==> config.mk <==
export PLATFORM = sky130hd
export DESIGN_NAME = expr_eval_flat
export DESIGN_NICKNAME = d
export VERILOG_FILES = /design/src/rtl/expr_eval_pkg.sv /design/src/rtl/expr_eval_if.sv /design/src/rtl/expr_eval_char_class.sv /design/src/rtl/expr_eval.sv /design/src/flat_wrapper.sv
export SDC_FILE = /design/constraint.sdc
export NUM_CORES = 1
export LEC_CHECK = 0
export CAP_MARGIN = 20
export CORE_ASPECT_RATIO = 1.25
export CORE_UTILIZATION = 45
export DETAILED_ROUTE_END_ITERATION = 12
export GPL_TIMING_DRIVEN = 0
export PLACE_DENSITY = 0.73
export REMOVE_ABC_BUFFERS = 1
export SYNTH_ARGS = -nofsm -noshare
export SYNTH_HDL_FRONTEND = slang
export SYNTH_SLANG_ARGS = --single-unit
export TNS_END_PERCENT = 10
==> constraint.sdc <==
create_clock -name clk -period 11.3 [get_ports clk]
set_clock_uncertainty 0.2 [all_clocks]
set_input_delay 2.26 -clock clk [delete_from_list [all_inputs] [get_ports clk]]
set_output_delay 2.26 -clock clk [all_outputs]
set_load 0.02 [all_outputs]
==> src/rtl/expr_eval_pkg.sv <==
// expr_eval_pkg: shared definitions for the expression stream stage.
//   state_t : evaluator FSM encoding (START/NUM/OPR/ERR, 2 bits), the same
//             encoding the upstream recognizer uses.
//   op_t    : pending operator (ADD/MUL).
//   CH_*    : ASCII constants for the character classes.
package expr_eval_pkg;

    typedef enum logic [1:0] {
        START = 2'd0,   // expecting the first digit
        NUM   = 2'd1,   // last character was a digit
        OPR   = 2'd2,   // last character was an operator
        ERR   = 2'd3    // absorbing until clr
    } state_t;

    typedef enum logic {
        ADD = 1'b0,
        MUL = 1'b1
    } op_t;

    localparam logic [7:0] CH_0    = 8'h30;
    localparam logic [7:0] CH_9    = 8'h39;
    localparam logic [7:0] CH_PLUS = 8'h2B;
    localparam logic [7:0] CH_STAR = 8'h2A;

endpackage

==> src/rtl/expr_eval_if.sv <==
// expr_eval_if: character stream in, evaluation status out.
//   in        : ASCII character, consumed on every rising clk edge while clr
//               is low. There is no valid/ready handshake: the stream is
//               free-running, one character per cycle, never back-pressured.
//   result    : sum + prod of the expression so far (W bits), 0 in ERR
//   valid     : stream so far is a complete legal expression
//   err, ovf  : sticky error / overflow flags
//   dbg_state : current FSM state, for checkers and debug
// master = the stream source / observer, slave = the evaluator.
interface expr_eval_if
    import expr_eval_pkg::*;
#(
    parameter int W = 16
);
    logic [7:0]   in;
    logic [W-1:0] result;
    logic         valid;
    logic         err;
    logic         ovf;
    state_t       dbg_state;

    modport master (
        output in,
        input  result, valid, err, ovf, dbg_state
    );

    modport slave (
        input  in,
        output result, valid, err, ovf, dbg_state
    );
endinterface

==> src/rtl/expr_eval_char_class.sv <==
// expr_eval_char_class: combinational ASCII classifier shared by the
// recognizer and the evaluator.
//   ch     : input character
//   is_dig : '0'..'9'
//   is_op  : '+' or '*'
//   is_mul : '*'
//   d      : digit value (0 when ch is not a digit)
module expr_eval_char_class
    import expr_eval_pkg::*;
(
    input  logic [7:0] ch,
    output logic       is_dig,
    output logic       is_op,
    output logic       is_mul,
    output logic [3:0] d
);
    always_comb begin
        is_dig = (ch >= CH_0) && (ch <= CH_9);
        is_op  = (ch == CH_PLUS) || (ch == CH_STAR);
        is_mul = (ch == CH_STAR);
        // Digits live at 0x30..0x39, so the low nibble is ch - '0'.
        d      = is_dig ? ch[3:0] : 4'd0;
    end
endmodule

==> src/rtl/expr_eval.sv <==
// expr_eval: evaluates a stream of single-digit operands separated by '+'
// and '*', with '*' binding tighter than '+'. The pending product lives in
// prod, everything already added up lives in sum, so the value so far is
// always sum + prod.
//   clk : rising-edge clock
//   clr : asynchronous active-high clear
//   bus : expr_eval_if.slave (in, result, valid, err, ovf, dbg_state)
// The character sampled at edge k is reflected in the outputs after edge k.
module expr_eval
    import expr_eval_pkg::*;
#(
    parameter int W = 16
)(
    input  logic        clk,
    input  logic        clr,
    expr_eval_if.slave  bus
);
    // Four extra bits hold prod*9 + sum + prod for W-bit operands exactly,
    // so overflow is visible in the upper bits.
    localparam int EW = W + 4;

    state_t       state_q, state_d;
    op_t          op_q, op_d;
    logic [W-1:0] sum_q, sum_d;
    logic [W-1:0] prod_q, prod_d;
    logic         ovf_q, ovf_d;

    logic         is_dig, is_op, is_mul;
    logic [3:0]   d;

    logic          take_dig;
    logic [EW-1:0] d_x, prod_x, sum_x;
    logic [EW-1:0] new_prod, new_sum, new_total;

    expr_eval_char_class u_class (
        .ch     (bus.in),
        .is_dig (is_dig),
        .is_op  (is_op),
        .is_mul (is_mul),
        .d      (d)
    );

    // State register
    always_ff @(posedge clk or posedge clr) begin
        if (clr) begin
            state_q <= START;
            op_q    <= ADD;
            sum_q   <= '0;
            prod_q  <= '0;
            ovf_q   <= 1'b0;
        end else begin
            state_q <= state_d;
            op_q    <= op_d;
            sum_q   <= sum_d;
            prod_q  <= prod_d;
            ovf_q   <= ovf_d;
        end
    end

    // Next-state and datapath
    always_comb begin
        state_d  = state_q;
        op_d     = op_q;
        sum_d    = sum_q;
        prod_d   = prod_q;
        ovf_d    = ovf_q;
        take_dig = 1'b0;

        d_x      = EW'(d);
        prod_x   = EW'(prod_q);
        sum_x    = EW'(sum_q);
        new_prod = prod_x;
        new_sum  = sum_x;

        case (state_q)
            START: begin
                if (is_dig) begin
                    take_dig = 1'b1;
                    new_prod = d_x;
                    new_sum  = '0;
                    state_d  = NUM;
                end else begin
                    state_d = ERR;
                end
            end
            NUM: begin
                if (is_op) begin
                    op_d    = is_mul ? MUL : ADD;
                    state_d = OPR;
                end else begin
                    // A second digit would be a multi-digit operand.
                    state_d = ERR;
                end
            end
            OPR: begin
                if (is_dig) begin
                    take_dig = 1'b1;
                    if (op_q == MUL) begin
                        new_prod = prod_x * d_x;
                    end else begin
                        // '+' closes the current product term.
                        new_sum  = sum_x + prod_x;
                        new_prod = d_x;
                    end
                    state_d = NUM;
                end else begin
                    state_d = ERR;
                end
            end
            ERR: begin
                state_d = ERR;
            end
        endcase

        new_total = new_sum + new_prod;

        if (take_dig) begin
            prod_d = new_prod[W-1:0];
            sum_d  = new_sum[W-1:0];
            if ((|new_prod[EW-1:W]) || (|new_sum[EW-1:W]) || (|new_total[EW-1:W])) begin
                ovf_d = 1'b1;
            end
        end
    end

    // Outputs, decoded from registered state only
    always_comb begin
        bus.result    = (state_q == ERR) ? '0 : (sum_q + prod_q);
        bus.valid     = (state_q == NUM);
        bus.err       = (state_q == ERR);
        bus.ovf       = ovf_q;
        bus.dbg_state = state_q;
    end

endmodule

==> src/flat_wrapper.sv <==
// flat-port wrapper written by rule: the top's interface ports become plain ports
module expr_eval_flat import expr_eval_pkg::*;
#(
    parameter int W = 16
)
  (clk, clr, bus_in, bus_result, bus_valid, bus_err, bus_ovf, bus_dbg_state);
  expr_eval_if #(.W(W)) bus_i ();
  input  logic clk;
  input  logic clr;
  input wire logic [$bits(bus_i.in)-1:0] bus_in;
  output wire logic [$bits(bus_i.result)-1:0] bus_result;
  output wire logic [$bits(bus_i.valid)-1:0] bus_valid;
  output wire logic [$bits(bus_i.err)-1:0] bus_err;
  output wire logic [$bits(bus_i.ovf)-1:0] bus_ovf;
  output wire logic [$bits(bus_i.dbg_state)-1:0] bus_dbg_state;
  assign bus_i.in = bus_in;
  assign bus_result = bus_i.result;
  assign bus_valid = bus_i.valid;
  assign bus_err = bus_i.err;
  assign bus_ovf = bus_i.ovf;
  assign bus_dbg_state = bus_i.dbg_state;
  expr_eval #(.W(W)) u_core (.clk(clk), .clr(clr), .bus(bus_i));
endmodule
Word-level counts from Yosys, hierarchy flattened:

Cells that the tools add are included.

* add/subtract/negate cells: 3
* $mul: 1
* order comparisons: 2
* equality and inequality tests: 5
* muxes and demuxes: 16
* reductions and logical operators: 11

Operators with widths (number)
* 20-bit two-way mux: 4
* 20-bit one-hot mux with 2 select lines: 2
* 16-bit two-way mux: 3
* 20-bit adder: 1
* 16-bit by 4-bit multiplier with 20-bit output: 1
* 16-bit by 16-bit adder with 17-bit output: 1
* 16-bit adder: 1
* 8-bit by 6-bit == test with 1-bit output, second input constant: 2
* 4-bit OR reduction: 3
* 8-bit by 6-bit greater-or-equal comparator with 1-bit output, second input constant: 1
* 8-bit by 6-bit less-or-equal comparator with 1-bit output, second input constant: 1
* 2-bit one-hot mux with 3 select lines: 1
* 2-bit == test, second input constant: 2
* 1-bit two-way mux: 4
* 4-bit two-way mux: 1
* 2-bit AND reduction: 2
* 1-bit logical OR: 3
* 2-bit by 1-bit == test with 1-bit output, second input constant: 1
* 2-bit zero test: 1
* 2-bit two-way mux: 1
* 2-bit OR reduction: 1
* 1-bit logical AND: 1

* register bits after elaboration: 36
* bits of input ports: 10
* output and inout port bits: 21
* logic and storage cells: 43

Logic depth before layout (Yosys ltp):

Gate-level depths: netlist of the first run.

* word-level depth: 11
* gate-level depth with buffers: 24
* mapped depth without buffers: 23

Cells and area by module:

From an unflattened synthesis of the first run, not the netlist that was laid out.

* cell total of the unflattened synthesis: 549
* area, all modules: 4797.1 um^2

Modules (own cells, without submodules)
* expr_eval: instances 1, cells an instance 537, area each 4693.3 um^2, sequential area each 900.9 um^2
* expr_eval_char_class: instances 1, cells an instance 12, area each 103.8 um^2, sequential area each 0.0 um^2

Least setup slack after synthesis of the first run:

No wires, ideal clock.

* path kind: input-to-reg
* start: in bus_in[2]
* end: reg u_core.ovf_q, in the netlist u_core.bus.ovf
* library setup time: 127 ps
* arrival time: 7192 ps
* data required time: 10973 ps
* setup slack: 3781 ps
* stages: 22
* path buffers: 1
* path through: o21ai_0 > and3_1 > clkbuf_1 > nand2_1 > fa_1 > fa_1 > inv_1 > fa_1 > a211o_1 > o211ai_2 > a211oi_1 > o21ai_2 > a21oi_1 > or3_1 > a32o_1 > ha_1 > a21o_1 > a221oi_1 > o21ai_0 > nand3b_1 > a21oi_1 > o211ai_2

* longest elaborated chain between the ends: 11
* elaborated cells between the ends (all ways): 21

RTL lines
* start: declaration: line flat_wrapper.sv:10 `input wire logic [$bits(bus_i.in)-1:0] bus_in;`
* 8-bit by 6-bit greater-or-equal comparator with 1-bit output / 8-bit by 6-bit less-or-equal comparator with 1-bit output (equally long branches): line expr_eval_char_class.sv:18 `is_dig = (ch >= CH_0) && (ch <= CH_9);`
* 1-bit logical AND: line expr_eval_char_class.sv:18
* 4-bit two-way mux: line expr_eval_char_class.sv:22 `d = is_dig ? ch[3:0] : 4'd0;`
* 16-bit by 4-bit multiplier with 20-bit output: line expr_eval.sv:99 `new_prod = prod_x * d_x;`
* 20-bit two-way mux: line expr_eval.sv:98 `if (op_q == MUL) begin`
* 20-bit two-way mux: line expr_eval.sv:96 `if (is_dig) begin`
* 20-bit one-hot mux with 2 select lines (*): line expr_eval.sv:75 `case (state_q)`
* via u_core.new_prod[14]: line expr_eval.sv:33 `logic [EW-1:0] new_prod, new_sum, new_total;`
* 20-bit adder (*): line expr_eval.sv:115 `new_total = new_sum + new_prod;`
* 4-bit OR reduction (*): line expr_eval.sv:120 `if ((|new_prod[EW-1:W]) || (|new_sum[EW-1:W]) || (|new_total[EW-1:W])) begin`
* 1-bit logical OR (*): line expr_eval.sv:120
* 2-bit AND reduction (no source line) (*)
* end signal: assignment: line expr_eval.sv:56 `ovf_q <= ovf_d;`
* end: declaration: line expr_eval.sv:26 `logic ovf_q, ovf_d;`

Mark *: on every way through the listed nets, which the timed path passes. The rest lies on a longest branch.
A chain may end at the register's enable or synchronous reset.

Worst setup path in the final report of the first run:

Ends and elaborated chain as after synthesis.

==> results of run 1 <==
==> worst min-delay path by stage <==
stage                                     start  slack [ns]                          end
floorplan           u_core.sum_q[2]$_DFFE_PP0P_        0.27  u_core.sum_q[2]$_DFFE_PP0P_
global placement    u_core.sum_q[2]$_DFFE_PP0P_        0.30  u_core.sum_q[2]$_DFFE_PP0P_
detailed placement  u_core.sum_q[2]$_DFFE_PP0P_        0.30  u_core.sum_q[2]$_DFFE_PP0P_
CTS                 u_core.sum_q[2]$_DFFE_PP0P_        0.31  u_core.sum_q[2]$_DFFE_PP0P_
global route        u_core.sum_q[2]$_DFFE_PP0P_        0.37  u_core.sum_q[2]$_DFFE_PP0P_
finish              u_core.sum_q[2]$_DFFE_PP0P_        0.32  u_core.sum_q[2]$_DFFE_PP0P_
==> kinds of logic after synthesis <==
group / count (synthesis)
AO/OA/AOI/OAI: 176
XOR/XNOR: 21
adder cells (fa/ha/maj): 85
buffers and inverters: 73
flip-flops: 36
multiplexers: 1
AND/OR/NAND/NOR: 202
==> worst register-to-register path, cell delays in order, from the launching register on <==
cell and delay [ns]:
dfrtp_1 0.48, and2_1 0.20, fa_1 0.54, inv_1 0.06, fa_1 0.53, inv_1 0.05, ha_1 0.35, a211o_1 0.33
o211ai_2 0.12, a211oi_1 0.15, o21ai_2 0.17, a21oi_1 0.11, or3_1 0.38, a32o_1 0.27, ha_1 0.30, nand3_1 0.12
nor3_1 0.38, o2111a_1 0.25, o211ai_1 0.14, nand3b_1 0.13, a21oi_1 0.06, o211ai_2 0.14
==> power groups by stage <==
stage	Combinational, mW	Sequential [mW]	Clock (mW)
6_report	0.0225	0.133	0.141
5_1_grt	0.0246	0.133	0.147
3_3_place_gp	0.0218	0.135	0
3_5_place_dp	0.0224	0.135	0
4_1_cts	0.0225	0.133	0.142
2_1_floorplan	0.0148	0.134	0
==> area by class of cell <==
cell class | count | area [um^2] | area share [%]
multi-input cells | 485 | 3840 | 69.1
inverters | 55 | 206 | 3.71
repair buffers | 30 | 300 | 5.40
well taps | 132 | 165 | 2.97
clock buffers | 8 | 146 | 2.63
flip-flops and latches | 36 | 901 | 16.2
==> metal layers <==
metal	up-vias	global-route usage [%]	share of wire [%]	wire (um)
met4	0	6.71	1.4	177
met2	82	39.4	50	6150
met3	10	2.28	2.9	360
met5	-	0	0	0
li1	2166	-	-	-
met1	2188	30.6	45	5550
==> state kept, by name (all words and copies together), names as in the netlist <==
signal,cells
u_core.bus.ovf,1
u_core.sum_q,16
u_core.op_q,1
u_core.bus.dbg_state,2
u_core.prod_q,16
==> per-stage QoR <==
stage               setup WS, ns  total power, mW  std cells
finish                      2.63            0.296        746
global route                2.30            0.305        746
CTS                         2.64            0.297        746
detailed placement          2.36            0.158        738
global placement            2.55            0.157        738
floorplan                   3.88            0.149        576
==> placed cells by master, fill, tap and decap left out, types with 3 or more instances in the layout <==
| cell type | netlist | layout |
|---|---|---|
| o21bai_1 | 5 | 5 |
| fa_1 | 29 | 29 |
| o41ai_1 | 4 | 4 |
| nor2_1 | 34 | 34 |
| xor2_1 | 9 | 9 |
| o21a_1 | 4 | 4 |
| o21ai_1 | 3 | 3 |
| o211ai_1 | 5 | 5 |
| a211o_1 | 7 | 7 |
| nor3b_1 | 3 | 3 |
| xnor2_1 | 12 | 12 |
| nand3_1 | 10 | 10 |
| o21ai_0 | 45 | 45 |
| a21oi_1 | 23 | 23 |
| a31oi_1 | 10 | 10 |
| nand2_1 | 53 | 53 |
| a32o_1 | 4 | 4 |
| nor3_1 | 7 | 7 |
| o21ai_2 | 4 | 4 |
| and3_1 | 6 | 6 |
| a21o_1 | 12 | 12 |
| inv_1 | 54 | 53 |
| a22o_1 | 25 | 25 |
| clkdlybuf4s50_1 | 0 | 30 |
| nor2b_1 | 8 | 8 |
| ha_1 | 56 | 56 |
| dfrtp_1 | 36 | 36 |
| a211oi_1 | 6 | 6 |
| and2_1 | 54 | 54 |
| clkbuf_16 | 0 | 5 |
| and4_1 | 3 | 3 |
==> flow_metrics.env, run 1 <==
export IMPL_grt_max_degree=47
export IMPL_maxSlewViolCount=0
export IMPL_power_density_nw_per_um2=53.3
export IMPL_timing_final_hold_violations=0
export IMPL_area_growth_from_synthesis_to_layout_pct=10.9
export IMPL_max_clock_freq_mhz=115
export IMPL_grt_pass1_vias=4430
export IMPL_chipHeight_um=120
export IMPL_synth_warning_count=0
export IMPL_critPathMostFrequentCell="fa_1"
export IMPL_timing_rr_end="u_core.bus.ovf$_DFFE_PP0P_"
export IMPL_tritoncts_num_buffers=5
export IMPL_holdCritPathClass="reg -> reg"
export IMPL_rsz_0062_raised_after_global_routing="false"
export IMPL_layout_drive_gt1_share_pct=4.72
export IMPL_antenna_left=0
export IMPL_synth_seq_area_share_pct=18.0
export IMPL_p_seq_share_pct=44.9
export IMPL_cpMaxStageDelayCell="and3_1"
export IMPL_synth_xor_area_share_pct=3.67
export IMPL_synth_adder_area_share_pct=25.5
export IMPL_floorplan_initialDensity_pct=46.8
export IMPL_p_leak_nw=2.70
export IMPL_timing_max_cap_violations=0
export IMPL_worstSetupStartpointType="primary input"
export IMPL_route_detailed_wl_per_inst_um=16.4
export IMPL_critical_path_n_buffers_inverters=2
export IMPL_most_frequent_cells_after_synthesis="56 x ha_1, 54 x and2_1, 54 x inv_1"
export IMPL_ys_types=66
export IMPL_globalplace_congestion=0.865
export IMPL_antenna_found_initial=0
export IMPL_crit_type="in -> reg"
export IMPL_synth_top_flop_cell="dfrtp_1"
export IMPL_critPathMaxFanout=16
export IMPL_synth_compound_area_share_pct=25.1
export IMPL_port_buffer_cells=30
export IMPL_number_of_instances_in_the_synthesized_netlist=594
export IMPL_worstMarginPinSlew_ns=0.768
export IMPL_layout_worst_path_cycle_share_pct=76.8
export IMPL_setup_viol=0
export IMPL_post_synth_mux_area_share_pct=0.200
export IMPL_clock_path_buffers=2
export IMPL_yosys_area_top_type="dfrtp_1"
export IMPL_ir_worst_vdd_mv=0.0568
export IMPL_postSynthRegisterBits=36
export IMPL_num_fill_cells=1062
export IMPL_floorplan_die_width_um=96.4
export IMPL_cts_root_buf="clkbuf_16"
export IMPL_netlist_area_leader_share_pct=18.0
export IMPL_route_detailed_drc=0
export IMPL_worst_reg_to_reg_setup_slack_ns=5.76
export IMPL_max_h_tree_level=2
export IMPL_numClockSinks=36
export IMPL_synth_area_um2=5010
export IMPL_internal_power_mw=0.229
export IMPL_dr_first_iter_drc_count=184
export IMPL_switching_share_pct=22.9
export IMPL_post_dp_hpwl_um=9750
export IMPL_placeableCoreArea_um2=10700
export IMPL_cp_startpoint="bus_in[2]"
export IMPL_timing_critical_path_cells="clkdlybuf4s50_1 > o21ai_0 > and3_1 > nand2_1 > fa_1 > fa_1 > inv_1 > fa_1 > a211o_1 > o211ai_2 > a211oi_1 > o21ai_2 > a21oi_1 > or3_1 > a32o_1 > ha_1 > nand3_1 > nor3_1 > o2111a_1 > o211ai_1 > nand3b_1 > a21oi_1 > o211ai_2"
export IMPL_overall_global_routing_resource_usage_pct=23.1
export IMPL_cts_resized=0
export IMPL_drt_total_wl_um=12200
export IMPL_cp_top_family="compound AO/OA/AOI/OAI gates"
export IMPL_power_share_combinational_pct=7.6
export IMPL_setup_worst_path_end_class="flop"
export IMPL_grt_pass1_wl_um=20900
export IMPL_fin_nets=708
export IMPL_vias=4446
export IMPL_clock_power_share_pct=47.6
export IMPL_rr_worst_depth=21
export IMPL_hold_ws_ns=0.318
export IMPL_cts_clk_slew_worst_paths_ns=0.05
export IMPL_dominant_combinational_cell_family_by_area_after_synthesis="adder cells"
export IMPL_fp_row_count=42
export IMPL_hold_depth=2
export IMPL_critical_path_endpoint="u_core.bus.ovf$_DFFE_PP0P_"
export IMPL_clk_insertion_delay_late_ns=0.28
export IMPL_postSynth_asyncResetShare_pct=100
export IMPL_yosys_area_share_simple_pct=22.0
export IMPL_post_cts_setup_buffer_count=0
export IMPL_io_pin_count=31
export IMPL_slew_headroom_pct=48.7
export IMPL_tritoncts="done"
export IMPL_switching_pwr_mw=0.0678
export IMPL_cp_arrival_ns=8.68
export IMPL_totalNegativeSetupSlack_ns=0
export IMPL_diodes_inserted=0
export IMPL_die_area_um2=11600
export IMPL_worst_path_stages=23
export IMPL_utilization_of_the_core_after_routing_pct=51.9
export IMPL_worstPathRequired_ns=11.31
export IMPL_synth_most_common_cell="ha_1"
export IMPL_final_min_period_ns=8.67
export IMPL_dr_pass1_iters=4
export IMPL_average_vias_per_placed_instance=5.96
export IMPL_outcome="finished clean"
export IMPL_timing_critical_path_slowest_cell_delay_ns=0.63
export IMPL_netlist_top_cells_area="dfrtp_1 18%, ha_1 14%, fa_1 12%"
export IMPL_final_area_um2=5560
export IMPL_cts_hold_fix_buffers=0
export IMPL_regToRegStartpoint="u_core.prod_q[1]$_DFFE_PP0P_"
export IMPL_grt_ovfl_total=0
export IMPL_synth_edf_count=0
export IMPL_syn_area_per_cell_um2=8.44
export IMPL_placement_cell_area_um2=5410
(Power assumes the default switching activity.)
==> inputs of run 2 (changes only) <==
- clock period: 11.3 -> 8.6 ns (I/O delays scaled with it)
==> results of run 2 <==
Same layout as run 1 (identical final DEF). Status: finished clean.
Among the figures that moved: setup slack after placement 2.36 ns -> 0.196 ns; setup slack after layout 2.63 ns -> 0.465 ns; register-to-register setup slack 5.76 ns -> 3.06 ns; total power 0.296 mW -> 0.389 mW; worst IR drop on VDD 0.0568 mV -> 0.0746 mV
